--- config.mk ---
export PLATFORM = sky130hd
export DESIGN_NAME = ft_out_arbiter_flat
export DESIGN_NICKNAME = d
export VERILOG_FILES = /design/src/rtl/ft_host_pkg.sv /design/src/rtl/ft_out_arbiter_if.sv /design/src/rtl/ft_rr_select.sv /design/src/rtl/ft_out_arbiter.sv /design/src/flat_wrapper.sv
export SDC_FILE = /design/constraint.sdc
export NUM_CORES = 1
export LEC_CHECK = 0
export CAP_MARGIN = 20
export CORE_MARGIN = 8
export CORE_UTILIZATION = 39
export DETAILED_ROUTE_END_ITERATION = 8
export PLACE_DENSITY = 0.75
export SKIP_LAST_GASP = 1
export SYNTH_ARGS = -nofsm -noshare
export SYNTH_HDL_FRONTEND = slang
export SYNTH_SLANG_ARGS = --single-unit
--- constraint.sdc ---
create_clock -name clk -period 1.7 [get_ports clk]
set_input_delay 0.34 -clock clk [delete_from_list [all_inputs] [get_ports clk]]
set_output_delay 0.34 -clock clk [all_outputs]
set_load 0.01 [all_outputs]
--- src/rtl/ft_host_pkg.sv ---
// Shared FT245 host-interface definitions: arbiter state encoding, default
// watchdog threshold and a constant-width helper.
package ft_host_pkg;

  typedef enum logic [0:0] {
    ARB_IDLE  = 1'b0,
    ARB_GRANT = 1'b1
  } arb_state_t;

  localparam int FT_TIMEOUT_DEFAULT = 1024;

  // Ceiling log2 for elaboration-time width derivation; clog2(1) is 0.
  function automatic int clog2(input int value);
    int result;
    result = 0;
    for (int i = 0; i < 31; i++) begin
      if ((32'sd1 <<< i) < value) begin
        result = i + 1;
      end else begin
        result = result;
      end
    end
    return result;
  endfunction

endpackage

--- src/rtl/ft_out_arbiter_if.sv ---
// Requester/out-FIFO bundle for the out-FIFO arbiter. The slave modport is the
// arbiter side; the master modport is the requester/FIFO side.
interface ft_out_arbiter_if #(
  parameter int NUM_REQ = 2
);
  logic [NUM_REQ-1:0]   req_valid;
  logic [8*NUM_REQ-1:0] req_data;
  logic [NUM_REQ-1:0]   req_last;
  logic [NUM_REQ-1:0]   req_ready;
  logic                 out_fifo_wr;
  logic [7:0]           out_fifo_data;
  logic                 out_fifo_full;
  logic [NUM_REQ-1:0]   grant;
  logic                 busy;
  logic                 timeout_stb;
  logic [2:0]           timeout_id;

  modport master (
    output req_valid, req_data, req_last, out_fifo_full,
    input  req_ready, out_fifo_wr, out_fifo_data, grant, busy, timeout_stb, timeout_id
  );

  modport slave (
    input  req_valid, req_data, req_last, out_fifo_full,
    output req_ready, out_fifo_wr, out_fifo_data, grant, busy, timeout_stb, timeout_id
  );
endinterface

--- src/rtl/ft_rr_select.sv ---
// Combinational round-robin picker: first asserted request at or above ptr,
// wrapping modulo N. Shared with the in-FIFO command dispatcher.
module ft_rr_select
  import ft_host_pkg::*;
#(
  parameter int N     = 2,
  parameter int IDX_W = (N > 1) ? clog2(N) : 1
) (
  input  logic [N-1:0]     req,
  input  logic [IDX_W-1:0] ptr,
  output logic [N-1:0]     pick,
  output logic [IDX_W-1:0] idx,
  output logic             any
);

  logic             found_s;
  logic             take_s;
  logic [IDX_W-1:0] cand_s;

  function automatic logic [IDX_W-1:0] wrap_idx(input logic [IDX_W-1:0] p, input int k);
    int s;
    s = int'(p) + k;
    return (s >= N) ? IDX_W'(s - N) : IDX_W'(s);
  endfunction

  // Scan N candidates starting at ptr; the first valid one wins.
  always_comb begin
    pick    = '0;
    idx     = '0;
    found_s = 1'b0;
    take_s  = 1'b0;
    cand_s  = '0;
    for (int k = 0; k < N; k++) begin
      cand_s       = wrap_idx(ptr, k);
      take_s       = req[cand_s] && !found_s;
      pick[cand_s] = take_s;
      idx          = take_s ? cand_s : idx;
      found_s      = found_s || take_s;
    end
  end

  assign any = |req;

endmodule

--- src/rtl/ft_out_arbiter.sv ---
// Packet-granular round-robin arbiter for the FT245 out-FIFO write port, with a
// stall watchdog that reclaims the port from an owner that stops mid-packet.
module ft_out_arbiter
  import ft_host_pkg::*;
#(
  parameter int NUM_REQ = 2,
  parameter int TIMEOUT = FT_TIMEOUT_DEFAULT,
  parameter int TO_W    = clog2(TIMEOUT + 1)
) (
  input logic                clk,
  input logic                rst,
  ft_out_arbiter_if.slave    bus
);

  localparam int IDX_W = (NUM_REQ > 1) ? clog2(NUM_REQ) : 1;

  arb_state_t         state_r;
  logic [IDX_W-1:0]   owner_r;
  logic [IDX_W-1:0]   ptr_r;
  logic [NUM_REQ-1:0] grant_r;
  logic [TO_W-1:0]    stall_r;
  logic               tstb_r;
  logic [2:0]         tid_r;

  logic [NUM_REQ-1:0] sel_pick_s;
  logic [IDX_W-1:0]   sel_idx_s;
  logic               sel_any_s;

  logic               own_valid_s;
  logic               own_last_s;
  logic [7:0]         own_data_s;
  logic [IDX_W-1:0]   next_ptr_s;
  logic [NUM_REQ-1:0] ready_s;
  logic               wr_s;
  logic [7:0]         data_s;

  ft_rr_select #(
    .N     (NUM_REQ),
    .IDX_W (IDX_W)
  ) u_sel (
    .req  (bus.req_valid),
    .ptr  (ptr_r),
    .pick (sel_pick_s),
    .idx  (sel_idx_s),
    .any  (sel_any_s)
  );

  assign own_valid_s = bus.req_valid[owner_r];
  assign own_last_s  = bus.req_last[owner_r];
  assign own_data_s  = bus.req_data[{owner_r, 3'b000} +: 8];
  assign next_ptr_s  = (owner_r == IDX_W'(NUM_REQ - 1)) ? IDX_W'(0) : owner_r + IDX_W'(1);

  // Zero-latency write path from the owner to the FIFO; silenced during reset.
  always_comb begin
    ready_s = '0;
    wr_s    = 1'b0;
    data_s  = 8'h00;
    if ((state_r == ARB_GRANT) && !rst) begin
      ready_s[owner_r] = !bus.out_fifo_full;
      wr_s             = own_valid_s && !bus.out_fifo_full;
      data_s           = wr_s ? own_data_s : 8'h00;
    end else begin
      ready_s = '0;
      wr_s    = 1'b0;
      data_s  = 8'h00;
    end
  end

  // Arbitration FSM, round-robin pointer and stall watchdog.
  always_ff @(posedge clk) begin
    if (rst) begin
      state_r <= ARB_IDLE;
      owner_r <= '0;
      ptr_r   <= '0;
      grant_r <= '0;
      stall_r <= '0;
      tstb_r  <= 1'b0;
      tid_r   <= 3'd0;
    end else begin
      tstb_r <= 1'b0;
      case (state_r)
        ARB_IDLE: begin
          if (sel_any_s) begin
            state_r <= ARB_GRANT;
            owner_r <= sel_idx_s;
            grant_r <= sel_pick_s;
            stall_r <= '0;
          end else begin
            grant_r <= '0;
          end
        end
        ARB_GRANT: begin
          if (wr_s) begin
            stall_r <= '0;
            if (own_last_s) begin
              state_r <= ARB_IDLE;
              grant_r <= '0;
              ptr_r   <= next_ptr_s;
            end else begin
              state_r <= ARB_GRANT;
            end
          end else if (!own_valid_s) begin
            // A full FIFO with a valid owner lands in neither branch: not a stall.
            if (stall_r == TO_W'(TIMEOUT - 1)) begin
              state_r <= ARB_IDLE;
              grant_r <= '0;
              ptr_r   <= next_ptr_s;
              stall_r <= '0;
              tstb_r  <= 1'b1;
              tid_r   <= 3'(owner_r);
            end else begin
              stall_r <= stall_r + TO_W'(1);
            end
          end else begin
            stall_r <= stall_r;
          end
        end
        default: begin
          state_r <= ARB_IDLE;
          grant_r <= '0;
        end
      endcase
    end
  end

  assign bus.req_ready     = ready_s;
  assign bus.out_fifo_wr   = wr_s;
  assign bus.out_fifo_data = data_s;
  assign bus.grant         = grant_r;
  assign bus.busy          = (state_r == ARB_GRANT);
  assign bus.timeout_stb   = tstb_r;
  assign bus.timeout_id    = tid_r;

endmodule

--- src/flat_wrapper.sv ---
// flat-port wrapper written by rule: the top's interface ports become plain ports
module ft_out_arbiter_flat import ft_host_pkg::*;
#(
  parameter int NUM_REQ = 2,
  parameter int TIMEOUT = FT_TIMEOUT_DEFAULT,
  parameter int TO_W    = clog2(TIMEOUT + 1)
)
  (clk, rst, bus_req_valid, bus_req_data, bus_req_last, bus_out_fifo_full, bus_req_ready, bus_out_fifo_wr, bus_out_fifo_data, bus_grant, bus_busy, bus_timeout_stb, bus_timeout_id);
  ft_out_arbiter_if #(.NUM_REQ(NUM_REQ)) bus_i ();
  input logic clk;
  input logic rst;
  input wire logic [$bits(bus_i.req_valid)-1:0] bus_req_valid;
  input wire logic [$bits(bus_i.req_data)-1:0] bus_req_data;
  input wire logic [$bits(bus_i.req_last)-1:0] bus_req_last;
  input wire logic [$bits(bus_i.out_fifo_full)-1:0] bus_out_fifo_full;
  output wire logic [$bits(bus_i.req_ready)-1:0] bus_req_ready;
  output wire logic [$bits(bus_i.out_fifo_wr)-1:0] bus_out_fifo_wr;
  output wire logic [$bits(bus_i.out_fifo_data)-1:0] bus_out_fifo_data;
  output wire logic [$bits(bus_i.grant)-1:0] bus_grant;
  output wire logic [$bits(bus_i.busy)-1:0] bus_busy;
  output wire logic [$bits(bus_i.timeout_stb)-1:0] bus_timeout_stb;
  output wire logic [$bits(bus_i.timeout_id)-1:0] bus_timeout_id;
  assign bus_i.req_valid = bus_req_valid;
  assign bus_i.req_data = bus_req_data;
  assign bus_i.req_last = bus_req_last;
  assign bus_i.out_fifo_full = bus_out_fifo_full;
  assign bus_req_ready = bus_i.req_ready;
  assign bus_out_fifo_wr = bus_i.out_fifo_wr;
  assign bus_out_fifo_data = bus_i.out_fifo_data;
  assign bus_grant = bus_i.grant;
  assign bus_busy = bus_i.busy;
  assign bus_timeout_stb = bus_i.timeout_stb;
  assign bus_timeout_id = bus_i.timeout_id;
  ft_out_arbiter #(.NUM_REQ(NUM_REQ), .TIMEOUT(TIMEOUT), .TO_W(TO_W)) u_core (.clk(clk), .rst(rst), .bus(bus_i));
endmodule
# Yosys cells after proc, flatten, opt, wreduce, memory -nomap -nowiden
# Cells that the tools add are included.
[classes]
shift = 1
n_mux = 46
eq_ne = 7
n_lt_le_gt_ge = 8
n_reduce_logical = 17
n_bitwise = 5
n_addsub = 5
[op_table]
columns = ["cell", "count"]
rows = [
  ["$mux W11", 4],
  ["$mux W1", 27],
  ["$pmux W11 S2", 1],
  ["$mux W8", 2],
  ["$shiftx A16 B5 Y8", 1],
  ["$mux W2", 6],
  ["$add A11 B1 Y11 const B", 1],
  ["$eq A11 B10 Y1 const B", 1],
  ["$ne A3 B3 Y1 const B", 3],
  ["$reduce_and A4 Y1", 2],
  ["$logic_and A1 B1 Y1", 6],
  ["$lt A1 B2 Y1 const B", 3],
  ["$and A2 B2 Y2", 2],
  ["$ne A2 B1 Y1 const B", 2],
  ["$pmux W2 S2", 1],
  ["$reduce_and A2 Y1", 2],
  ["$reduce_or A4 Y1", 1],
  ["$demux W1 S1", 3],
  ["$ge A1 B1 Y1 const B", 3],
  ["$logic_not A1 Y1", 3],
  ["$not A1 Y1", 3],
  ["$reduce_and A3 Y1", 1],
  ["$add A1 B1 Y2 const B", 1],
  ["$bwmux W2", 1],
  ["8 further kinds", 9],
]
[word_totals]
elab_cells = 96
ff_bits = 18
inputBits = 23

# Logic depth before layout (Yosys ltp)
[depth]
word_depth = 10
ltp_mapped = 6

# Cells and area by module
# Synthesis repeated with hierarchy kept, for this count alone.
[unflattened]
cells_unflattened = 144
area_unflattened_um2 = 1206.2
[modules_own_cells]
columns = ["mod", "area_each_um2", "n_inst", "cells_each"]
rows = [
  ["ft_out_arbiter", 1173.6, 1, 139],
  ["ft_rr_select", 32.5, 1, 5],
]

# Worst setup path after synthesis
# Ideal clock, no wire load.
[synth_timing]
kind = "flip-flop to flip-flop"
startpoint = "register u_core.owner_r"
endpoint = "register u_core.ptr_r"
path_slack_ps = -45
arrival_ps = 1622
stages_incl_launch_ff = 6
n_path_buf = 1
setup_time_ps = 123
period_less_slack_ps = 1745
path_cell_list = "dfxtp_1 > buf_6 > mux2_2 > nor4_2 > o21bai_1 > mux2_1"
[synth_between]
elab_chain_len = 6
[synth_rtl]
columns = ["item", "line_no", "text"]
rows = [
  ["start, declared", "ft_out_arbiter.sv:18", "logic [IDX_W-1:0] owner_r;"],
  ["start signal, assigned", "ft_out_arbiter.sv:85", "owner_r <= sel_idx_s;"],
  ["$mux W1 (implied by the code) (2 in series)", "ft_out_arbiter.sv:48", "assign own_valid_s = bus.req_valid[owner_r];"],
  ["$logic_and A1 B1 Y1", "ft_out_arbiter.sv:60", "wr_s = own_valid_s && !bus.out_fifo_full;"],
  ["$mux W1", "ft_out_arbiter.sv:58", "if ((state_r == ARB_GRANT) && !rst) begin"],
  ["$ne A2 B1 Y1 (no line), or another cell as far along", "n/a", ""],
  ["$reduce_and A4 Y1 (no line)", "n/a", ""],
  ["end signal, assigned", "ft_out_arbiter.sv:98", "ptr_r <= next_ptr_s;"],
  ["end signal, assigned", "ft_out_arbiter.sv:107", "ptr_r <= next_ptr_s;"],
  ["end, declared", "ft_out_arbiter.sv:19", "logic [IDX_W-1:0] ptr_r;"],
]
# Several ways; a longest one is shown, not always the timed one. The select of a mux whose other input is x is not followed.
# A chain may end at the register's enable or synchronous reset.

# Worst setup path in the final report
# Ends and elaborated chain as after synthesis.

==> run metrics <==
total power=approximately 1.1 mW; vias in the first global route=between 1k and 1.5k; drt drc=0; most numerous cell in the Yosys netlist=dfxtp_1; Wirelength per Cell=19.4 um; Via-to-Cell Ratio=5.71; Hold Crit Class=register to register; slowest stage delay, CP=0.39 ns; GR Util met2=29.9%; Post-Synth XOR/XNOR Area=2.40%; Synth area leader=dfxtp_1; GPL Wtd Cong=approximately 0.85; EDFF count, synth=0; Root Buffer=clkbuf_4; final worst slack=-0.167 ns; share of cells above drive strength 1=43.8%; final wirelength=4500 um; initial antenna violation count=0; layout net count=226; CP Depth=6; DR iter-0 viols=84; hold path depth=2; Worst Path Arrival=2.08 ns; GRT overflow=0; Synth top area share=roughly a third; Synth async-reset ratio=0%; P&R area growth vs syn=81.8%; Max Freq=0.536 GHz; CP Class=register to register; grt met3 use=2.58%; CP Launch Type=register; fin crit period=~1.9 ns; synth unique cells=43; main combinational cell family by area after synthesis=simple AND/OR/NAND/NOR gates; final setup fails=12; I/O pins=~40; Die Y=69.0 um; mux contribution to synthesized area=between 10% and 20%; setup repair after global routing missed its margin=yes; Design Area, Final=roughly 2000 sq um; TritonCTS Buffers=3; CP max FO=3; Max Root-Sink Buffers=2; Lkg Pwr=0.798 nW; dpl hpwl=2650 um; core area=2710 sq um; CTS tree=built; via count=1,324; final hold violation count=0; mapped cell area=between 1000 and 1500 sq um; status=finished, violations left; Global Route Usage Sum=16.3%; clk sinks=18; crit-path leading delay family=multiplexers; peak supply drop=0.484 mV; Fin Clk Skew=around 0.012 ns; pin count of the biggest net entering global routing=25; FP Rows=19; Top FF cell, synth=dfxtp_1; Max-Cap Viols=0; worst-path cell chain=mux2_4 -> buf_4 -> buf_4 -> nor4_4 -> o21bai_1 -> mux2_1; Critical Path Sink Type=register; post-synthesis adder-cell area fraction=1.14%; Antenna diodes=0; met1 Usage GRT=17.2%; clk_lat worst skew=0.32 ns; post-synthesis cell count=between 100 and 150; H-tree depth=1; first-pass GRT wire length=5930 um; Synth Register Bits=18; Post-DRT Antenna Nets=0; syn_area_per_cell=8.55 sq um; final worst path period share=110%; Yosys warnings=0; die area=4760 sq um; largest cells by area after synthesis=dfxtp_1 (33%), mux2i_1 (10%), nor2_1 (4.1%), a211oi_1 (3.4%), or3_1 (2.9%); DP Area=1660 sq um; Commonest cells post-synth=dfxtp_1 (18), nor2_1 (12), mux2i_1 (11), nand2_1 (7), nand3_1 (6); compound-cell area share of the yosys netlist=16.7%; Slowest-stage cell, CP=dfxtp_4; post-synthesis simple-gate area fraction=27.0%; Worst path most repeated cell=buf_4; clock-pin slew on the worst setup and hold paths=between 0.1 and 0.15 ns; Starting Density=about two fifths; Power Dens Cells=roughly 530 nW/um^2; Max Slew Vio Count=0; grt peak-use layer=met2; CP Data Required Time=1.91 ns; failing checks=setup timing; sequential fraction of the synthesis area=32.9%; Port Buffer Count=38; Worst Reg-to-Reg Cells=6; CP Buf/Inv Count=2; Die Width=69.0 um; First-pass DRT Iterations=4
cell usage in the layout (no fill, tap or decap), drive strengths merged, types with 3 or more instances in the layout:
| cell type | count |
|---|---|
| nand2 | 8 |
| buf | 47 |
| clkbuf | 4 |
| dfxtp | 18 |
| xor2 | 3 |
| or3 | 5 |
| nor4 | 3 |
| nor3 | 4 |
| nand3 | 6 |
| dlygate4sd2 | 4 |
| inv | 3 |
| nor2 | 12 |
| a211oi | 5 |
| o21ai | 6 |
| clkdlybuf4s50 | 22 |
| a21oi | 4 |
| o211ai | 3 |
| mux2i | 12 |
| nor2b | 3 |
worst paths after layout:
check / start / end / slack (ns)
setup / recovery: u_core.owner_r$_SDFFE_PP0P_ / u_core.ptr_r$_SDFFE_PP0P_ / -0.17
hold / removal: u_core.bus.grant[0]$_SDFFE_PP0P_ / u_core.bus.grant[0]$_SDFFE_PP0P_ / 0.49
setup reg to reg: u_core.owner_r$_SDFFE_PP0P_ / u_core.ptr_r$_SDFFE_PP0P_ / -0.17
hold reg to reg: u_core.bus.grant[0]$_SDFFE_PP0P_ / u_core.bus.grant[0]$_SDFFE_PP0P_ / 0.49
registers in the layout, summed over array words and instances (netlist names):
name	count
u_core.ptr_r	1
u_core.bus.grant	2
u_core.bus.timeout_stb	1
u_core.stall_r	11
u_core.bus.busy	1
u_core.owner_r	1
u_core.bus.timeout_id	1
stage by stage:
| step | hold WS (ns) | setup slack [ns] | TNS (ns) | std cells | utilization, % |
|---|---|---|---|---|---|
| 4_1_cts | 0.491 | -0.0882 | -0.470 | 228 | 66.9 |
| 2_1_floorplan | 0.465 | 0.0815 | 0 | 129 | - |
| 3_5_place_dp | 0.473 | -0.666 | -12.05 | 214 | 61.2 |
| 3_3_place_gp | 0.457 | -0.585 | -10.68 | 214 | 61.2 |
| 5_1_grt | 0.531 | -0.216 | -1.94 | 232 | 73.5 |
| 6_report | 0.490 | -0.167 | -1.01 | 232 | 73.5 |
power breakdown:
part / internal [mW] / switching (mW)
Sequential: 0.432 / 0.00705
Combinational: 0.173 / 0.160
Clock: 0.131 / 0.159
cells by family after synthesis:
family,Yosys count
compound gates,27
xor+xnor,3
fa+ha+maj,1
buf+inv,11
flops,18
mux,14
other cells,1
simple gates,53
tightest hold or removal path, stage by stage (launching register included):
cell and delay (ns):
dfxtp_1 0.33, nand2b_1 0.06, o22ai_1 0.06
cell type report:
class / instances / area [sq um]
clock buffer: 4 / 36.3
timing repair buffer: 74 / 658
fill: 184 / 719
inverter: 3 / 11.3
sequential: 18 / 367
multi-input combinational: 102 / 880
tap: 31 / 38.8
per-layer routing:
layer  routed length [um]  part of all wire (%)
met5                    0                     0
met4                  129                   2.9
met3                  186                   4.1
met2                 2560                    57
met1                 1630                    36
timing repair:
item	in CTS	in global routing
gates resized for setup	73	35
cloned	1	1
endpoints found under the setup margin	22	26
pin swaps	9	12
hold buffers	0	0
buffers inserted	9	3
(Power assumes the default switching activity.)
